## config.mk

```make
export PLATFORM = sky130hd
export DESIGN_NAME = sync_fifo_flags
export DESIGN_NICKNAME = d
export VERILOG_FILES = /design/src/rtl/sync_fifo_flags.sv
export SDC_FILE = /design/constraint.sdc
export NUM_CORES = 1
export LEC_CHECK = 0
export CORE_MARGIN = 2
export CORE_UTILIZATION = 55
export CTS_BUF_LIST = sky130_fd_sc_hd__clkbuf_4
export CTS_CLUSTER_DIAMETER = 50
export CTS_CLUSTER_SIZE = 25
export DETAILED_ROUTE_END_ITERATION = 10
export PLACE_DENSITY = 0.83
export SLEW_MARGIN = 5
export SYNTH_ARGS = -nofsm -noshare
export SYNTH_HDL_FRONTEND = slang
export SYNTH_SLANG_ARGS = --single-unit
```

## constraint.sdc

```tcl
create_clock -name clk -period 2.5 [get_ports clk]
set_clock_uncertainty 0.2 [all_clocks]
set_input_delay 0.25 -clock clk [delete_from_list [all_inputs] [get_ports clk]]
set_output_delay 0.25 -clock clk [all_outputs]
set_load 0.02 [all_outputs]
```

## src/rtl/sync_fifo_flags.sv

```systemverilog
// First-word fall-through circular FIFO with a separate occupancy count,
// full/empty and almost-full/almost-empty status, and sticky error flags.
module sync_fifo_flags #(
  parameter int WORD_SIZE          = 8,
  parameter int DEPTH              = 4,
  parameter int ALMOST_FULL_LEVEL  = DEPTH - 1,
  parameter int ALMOST_EMPTY_LEVEL = 1
) (
  input  logic                       clk,
  input  logic                       rst,
  input  logic                       flush,
  input  logic                       clear_flags,
  input  logic                       write,
  input  logic                       read,
  input  logic [WORD_SIZE-1:0]       data_in,
  output logic [WORD_SIZE-1:0]       data_out,
  output logic [$clog2(DEPTH):0]     count,
  output logic                       buffer_full,
  output logic                       buffer_empty,
  output logic                       almost_full,
  output logic                       almost_empty,
  output logic                       overflow,
  output logic                       underflow
);

  localparam int PTR_W = $clog2(DEPTH);
  localparam int CNT_W = PTR_W + 1;

  if (DEPTH < 2 || (DEPTH & (DEPTH - 1)) != 0) begin : g_bad_depth
    $error("sync_fifo_flags: DEPTH must be a power of two >= 2");
  end

  if (ALMOST_FULL_LEVEL < 1 || ALMOST_FULL_LEVEL > DEPTH) begin : g_bad_af
    $error("sync_fifo_flags: ALMOST_FULL_LEVEL out of range");
  end

  if (ALMOST_EMPTY_LEVEL < 0 ||
      ALMOST_EMPTY_LEVEL > DEPTH - 1) begin : g_bad_ae
    $error("sync_fifo_flags: ALMOST_EMPTY_LEVEL out of range");
  end

  logic [WORD_SIZE-1:0] mem [DEPTH];
  logic [PTR_W-1:0]     wr_ptr;
  logic [PTR_W-1:0]     rd_ptr;

  logic wr_ok;
  logic rd_ok;
  logic ovf_set;
  logic unf_set;

  assign buffer_full  = (count == CNT_W'(DEPTH));
  assign buffer_empty = (count == '0);
  assign almost_full  = (count >= CNT_W'(ALMOST_FULL_LEVEL));
  assign almost_empty = (count <= CNT_W'(ALMOST_EMPTY_LEVEL));

  assign data_out = buffer_empty ? '0 : mem[rd_ptr];

  // A read frees a slot in the same edge, so a full FIFO can still take a write.
  assign wr_ok   = write & (~buffer_full | read);
  assign rd_ok   = read & ~buffer_empty;
  assign ovf_set = write & buffer_full & ~read;
  assign unf_set = read & buffer_empty;

  always_ff @(posedge clk) begin
    if (wr_ok && !flush) begin
      mem[wr_ptr] <= data_in;
    end
  end

  always_ff @(posedge clk or posedge rst) begin
    if (rst) begin
      wr_ptr    <= '0;
      rd_ptr    <= '0;
      count     <= '0;
      overflow  <= 1'b0;
      underflow <= 1'b0;
    end else if (flush) begin
      wr_ptr    <= '0;
      rd_ptr    <= '0;
      count     <= '0;
      overflow  <= 1'b0;
      underflow <= 1'b0;
    end else begin
      if (wr_ok) begin
        wr_ptr <= wr_ptr + PTR_W'(1);
      end
      if (rd_ok) begin
        rd_ptr <= rd_ptr + PTR_W'(1);
      end
      unique case (1'b1)
        wr_ok && !rd_ok: count <= count + CNT_W'(1);
        rd_ok && !wr_ok: count <= count - CNT_W'(1);
        default:         count <= count;
      endcase
      // A fresh error event outranks a coincident clear.
      overflow  <= (overflow  & ~clear_flags) | ovf_set;
      underflow <= (underflow & ~clear_flags) | unf_set;
    end
  end

endmodule
```

Word-level counts from Yosys, hierarchy flattened:

Memories as Yosys holds them, arrays and structs flattened.
Cells that the tools add are included.

* equal/unequal tests: 1
* shift operators: 0
* muxes and demuxes: 11
* bitwise gates (word level): 14
* divide/modulo/power cells: 0
* magnitude comparators: 2
* add/sub/neg operators: 4
* reduce and logical (&&, ||, !) cells: 10
* multiply operators: 0

Operators by type and width (number)
* 2-to-1 mux 2 bit: 4
* 2-to-1 mux 8 bit: 1
* bitwise AND 1 bit: 7
* one-hot mux 3 bit (2 select lines): 1
* adder 2 x 1 -> 2 bit, second input constant: 2
* 2-to-1 mux 1 bit: 4
* inverter 1 bit: 4
* nonzero test 2 bit: 2
* adder 3 x 1 -> 3 bit, second input constant: 1
* == test 3 bit, second input constant: 1
* greater-or-equal comparator 3 x 2 -> 1 bit, second input constant: 1
* <= comparator 3 x 1 -> 1 bit, second input constant: 1
* logical AND 1 bit: 3
* zero test 1 bit: 3
* zero test 3 bit: 1
* 2-to-1 mux 3 bit: 1
* OR 1 bit: 3
* nonzero test 3 bit: 1
* subtractor 3 x 1 -> 3 bit, second input constant: 1

* memories: 1
* word-level logic and storage cells: 48
* RAM bits: 32
* output and inout port bits: 17
* register bits after elaboration: 9
* bits in latches: 0
* bits of input ports: 14
* bits in read-only memories: 0

Memories
* mem: words 4, bits a word 8, read ports 1, clocked after Yosys merged registers in 0, write ports 1, RTL line 42 `logic [WORD_SIZE-1:0] mem [DEPTH];`

Logic depth before layout (Yosys ltp):

Gate-level depths: netlist of run 1.

* depth in word-level cells: 8
* depth in mapped cells: 7
* mapped depth without buffers: 7

Least setup slack after synthesis of run 1:

OpenSTA, ideal clock, no wires.

* kind: reg-to-reg
* from: register count[0]
* to: memory mem[0][0] (enable)
* stages on the path, launching flop included: 7
* data required time: 1968 ps
* arrival time: 1613 ps
* library setup time: 332 ps
* period minus slack after synthesis: 2145 ps
* slack: 355 ps
* path buffers: 0
* path through: dfrtp_1 inv_1 ha_1 nand2_1 nor2_1 nor3b_1 and2_1

* longest elaborated chain between the ends: 7

Ends and longest elaborated chain
* from (decl): RTL line 17 `output logic [$clog2(DEPTH):0] count,`
* from (signal assigned): RTL line 91 `wr_ok && !rd_ok: count <= count + CNT_W'(1);`
* from (signal assigned): RTL line 92 `rd_ok && !wr_ok: count <= count - CNT_W'(1);`
* from (signal assigned): RTL line 93 `default: count <= count;`
* == test 3 bit: RTL line 51 `assign buffer_full = (count == CNT_W'(DEPTH));`
* inverter 1 bit: RTL line 59 `assign wr_ok = write & (~buffer_full | read);`
* OR 1 bit: RTL line 59
* bitwise AND 1 bit: RTL line 59
* logical AND 1 bit: RTL line 65 `if (wr_ok && !flush) begin`
* 2-to-1 mux 1 bit: RTL line 65
* 2-to-1 mux 1 bit (implied by the code): RTL line 66 `mem[wr_ptr] <= data_in;`
* to (decl): RTL line 42

Every way passes these cells.

Final worst setup path of run 1:

* from: register rd_ptr[0]
* to: output port data_out[3]

* longest elaborated chain between the ends: 2

Ends and longest elaborated chain
* from (decl): RTL line 44 `logic [PTR_W-1:0] rd_ptr;`
* from (signal assigned): RTL line 88 `rd_ptr <= rd_ptr + PTR_W'(1);`
* memory (4 x 8 bit)
* 2-to-1 mux 8 bit: RTL line 56 `assign data_out = buffer_empty ? '0 : mem[rd_ptr];`
* to (decl): RTL line 16 `output logic [WORD_SIZE-1:0] data_out,`

Every way passes these cells.

==> results.sh, run 1 <==
export IMPL_outcome="completed"
export IMPL_ff2ff_setup_slack_ns=0.28
export IMPL_fin_setup_tns_ns=0
export IMPL_comb_power_share=0.450
export IMPL_post_synth_top_area_cell="edfxtp_1"
export IMPL_finalWirelength_mm=3.52
export IMPL_wl_per_cell_um=16.4
export IMPL_ioPinCount=31
export IMPL_p_switching_mw=0.831
export IMPL_cts_root_buf="clkbuf_4"
export IMPL_dr_pass1_iters=4
export IMPL_synth_top_cells_by_count="edfxtp_1 (32), nor2_1 (15), and2_1 (12)"
export IMPL_power_mw=2.30
export IMPL_netSwitchingFraction=0.361
export IMPL_synthDominantCellAreaShare=0.508
export IMPL_worstPathArrival_ns=1.88
export IMPL_synth_cells=131
export IMPL_critPathMaxStageDelay_ns=0.51
export IMPL_cts_max_path_buffers=2
export IMPL_fillers=240
export IMPL_maxCapViolations=0
export IMPL_grt_max_degree=14
export IMPL_grt_first_pass_wirelength_mm=5.86
export IMPL_synth_area_um2=1890
export IMPL_globalRouteTotalUtil=0.203
export IMPL_cts_buffers=5
export IMPL_port_buffer_count=30
export IMPL_syn_avg_cell_area_um2=14.4
export IMPL_ys_types=29
export IMPL_synth_edff_count=32
export IMPL_yosysSeqAreaShare=0.627
export IMPL_coreArea_um2=3310
export IMPL_end_kind="output pin"
export IMPL_worstHoldPathType="in -> reg"
export IMPL_crit_slowest_cell="mux4_2"
export IMPL_min_period_ns=2.33
export IMPL_achievable_frequency_mhz=428
export IMPL_vdd_drop_max_uv=683
export IMPL_cp_data_required_time_ns=2.05
export IMPL_path_max_fanout=5
export IMPL_drc_errors=0
export IMPL_pre_cts_ws_ns=0.0413
export IMPL_multi_input_area_um2=651
export IMPL_setup_slack_ns=0.166
export IMPL_insertion_delay_ns=0.35
export IMPL_maxSlewViolCount=0
export IMPL_critPathKind="reg -> out"
export IMPL_hold_depth=1
export IMPL_n_antenna_cell=0
export IMPL_rsz0062_at_grt="false"
export IMPL_grt_pass1_vias=1246
export IMPL_ys_ff_latch=41
export IMPL_drt_iter0_markers=42
export IMPL_power_frac_seq=0.368
export IMPL_cts_sinks=41
export IMPL_drive_above_1_share=0.178
export IMPL_hold_viol=0
export IMPL_synth_area_leaders="edfxtp_1 (51%), dfrtp_1 (12%), mux4_2 (9.5%)"
export IMPL_via_count=1154
export IMPL_via_per_inst=5.37
export IMPL_path_cells="buf_4 -> mux4_2 -> and2_1 -> dlygate4sd2_1"
export IMPL_antenna_found_initial=0
export IMPL_start_util=0.571
export IMPL_synthArstFlopShare=0.220
export IMPL_p_leak_nw=0.903
export IMPL_rows=21
export IMPL_fin_crit_sh=0.934
export IMPL_die_h_um=62.6
export IMPL_overflow=0
export IMPL_cts_htree_levels=2
export IMPL_slew_limit_headroom=0.722
export IMPL_yosysMostFrequentCell="edfxtp_1"
export IMPL_gp_congestion=0.854
export IMPL_clkPwrFrac=0.181
export IMPL_seq_area_um2=1190
export IMPL_ant_nets=0
export IMPL_yosys_warnings=0
export IMPL_powerDensity_nw_per_um2=982
export IMPL_cp_start_kind="flop"
export IMPL_tightest_slew_ns=0.418
export IMPL_hpwl_mm=2.53
export IMPL_tritoncts="yes"
export IMPL_clk_pin_slew_ns=0.12
export IMPL_setup_viol_count_final=0
export IMPL_synth_nets=154
export IMPL_syn_to_final_growth_pct=24.0
export IMPL_reg2reg_depth=6
export IMPL_dieArea_um2=3920
export IMPL_synth_top_flop_cell="edfxtp_1"
export IMPL_die_w_um=62.6
export IMPL_internal_power_mw=1.47
export IMPL_nets=191
## power groups by stage
stage	sequential [mW]	combinational, mW	clock (mW)
6_report	0.848	1.04	0.417
5_1_grt	0.855	1.12	0.451
4_1_cts	0.850	1.05	0.428
3_5_place_dp	0.872	1.08	0
3_3_place_gp	0.863	1.04	0
2_1_floorplan	0.871	0.648	0
## cells in the final DEF, fill, tap and decap left out, types with 5 or more instances in the layout
cell type | Yosys | routed
mux4_2 | 8 | 8
dfrtp_1 | 9 | 9
edfxtp_1 | 32 | 32
ha_1 | 9 | 8
nor2_1 | 15 | 15
inv_1 | 6 | 6
clkbuf_4 | 0 | 5
buf_4 | 0 | 6
dlygate4sd2_1 | 0 | 11
and2_1 | 12 | 8
clkdlybuf4s50_1 | 0 | 19
## per-layer routing
metal | part of all wire | GRT usage | wire length (um) | vias up
met5 | 0 | 0 | 0 | -
met2 | 0.55 | 0.363 | 1930 | 24
met4 | 0.015 | 0.0944 | 52 | 0
met1 | 0.40 | 0.221 | 1400 | 578
li1 | - | - | - | 548
met3 | 0.040 | 0.0595 | 142 | 4
## worst paths after layout
check	start	end
worst min-delay path	data_in[4]	mem[0][4]
worst max-delay path	rd_ptr[0]	data_out[3]
worst min register to register	wr_ptr[1]	wr_ptr[1]
worst max register to register	count[1]	mem[0][7]
min in group asynchronous	rst	rd_ptr[0]
max in group asynchronous	rst	count[1]
## state kept, by name, summed over array words and instances, names as in the netlist
| name | cells |
|---|---|
| rd_ptr | 2 |
| mem | 32 |
| wr_ptr | 2 |
| overflow | 1 |
| underflow | 1 |
| count | 3 |
## timing repair
item	CTS	global route
resized for setup	14	4
buffers inserted	1	0
endpoints found under the setup margin	10	32
hold endpoints to repair	9	0
hold buffers	1	0
## worst max-delay path: cells and delay by family, from the launching register on
kind,cells,cell delay [ns]
buf+inv,2,0.49
flops,1,0.37
mux,1,0.51
simple gates,1,0.16
## per-stage QoR
| step | util | instance area [um2] | hold WS [ns] | cells |
|---|---|---|---|---|
| after floorplan | - | 1890 | -0.122 | 131 |
| after global placement | 0.679 | 2250 | 0.331 | 205 |
| after detailed placement | 0.679 | 2250 | 0.364 | 205 |
| after CTS | 0.707 | 2340 | 0.307 | 215 |
| after global routing | 0.708 | 2340 | 0.314 | 215 |
| final | 0.708 | 2340 | 0.331 | 215 |
## logic make-up after synthesis
logic type	count (synthesis)	synth area share
flops	41	0.627
simple gates	39	0.106
compound gates	13	0.0470
fa+ha+maj	9	0.0596
buf+inv	15	0.0364
xor+xnor	5	0.0232
mux	9	0.101
## cell type report
type	count	share of cell area
sequential	41	0.506
multi-input combinational	75	0.277
timing repair buffer	37	0.146
tap	46	0.0245
clock inverter	3	0.0176
clock buffer	5	0.0160
inverter	8	0.0128
Note: power is estimated with default switching activity, not from simulation.
==> run 2, diff against run 1 <==
Settings changed: CAP_MARGIN from default to 25, SLEW_MARGIN 5 to default.
==> results of run 2 <==
The final DEF is identical to that of run 1; final timing and power are the same.
==> run 3, diff against run 2 <==
Settings changed: CAP_MARGIN 25 to 40, GPL_ROUTABILITY_DRIVEN from default to 0, SLEW_MARGIN from default to 40.
==> results of run 3 <==
The final DEF is identical to that of run 1; final timing and power are the same.
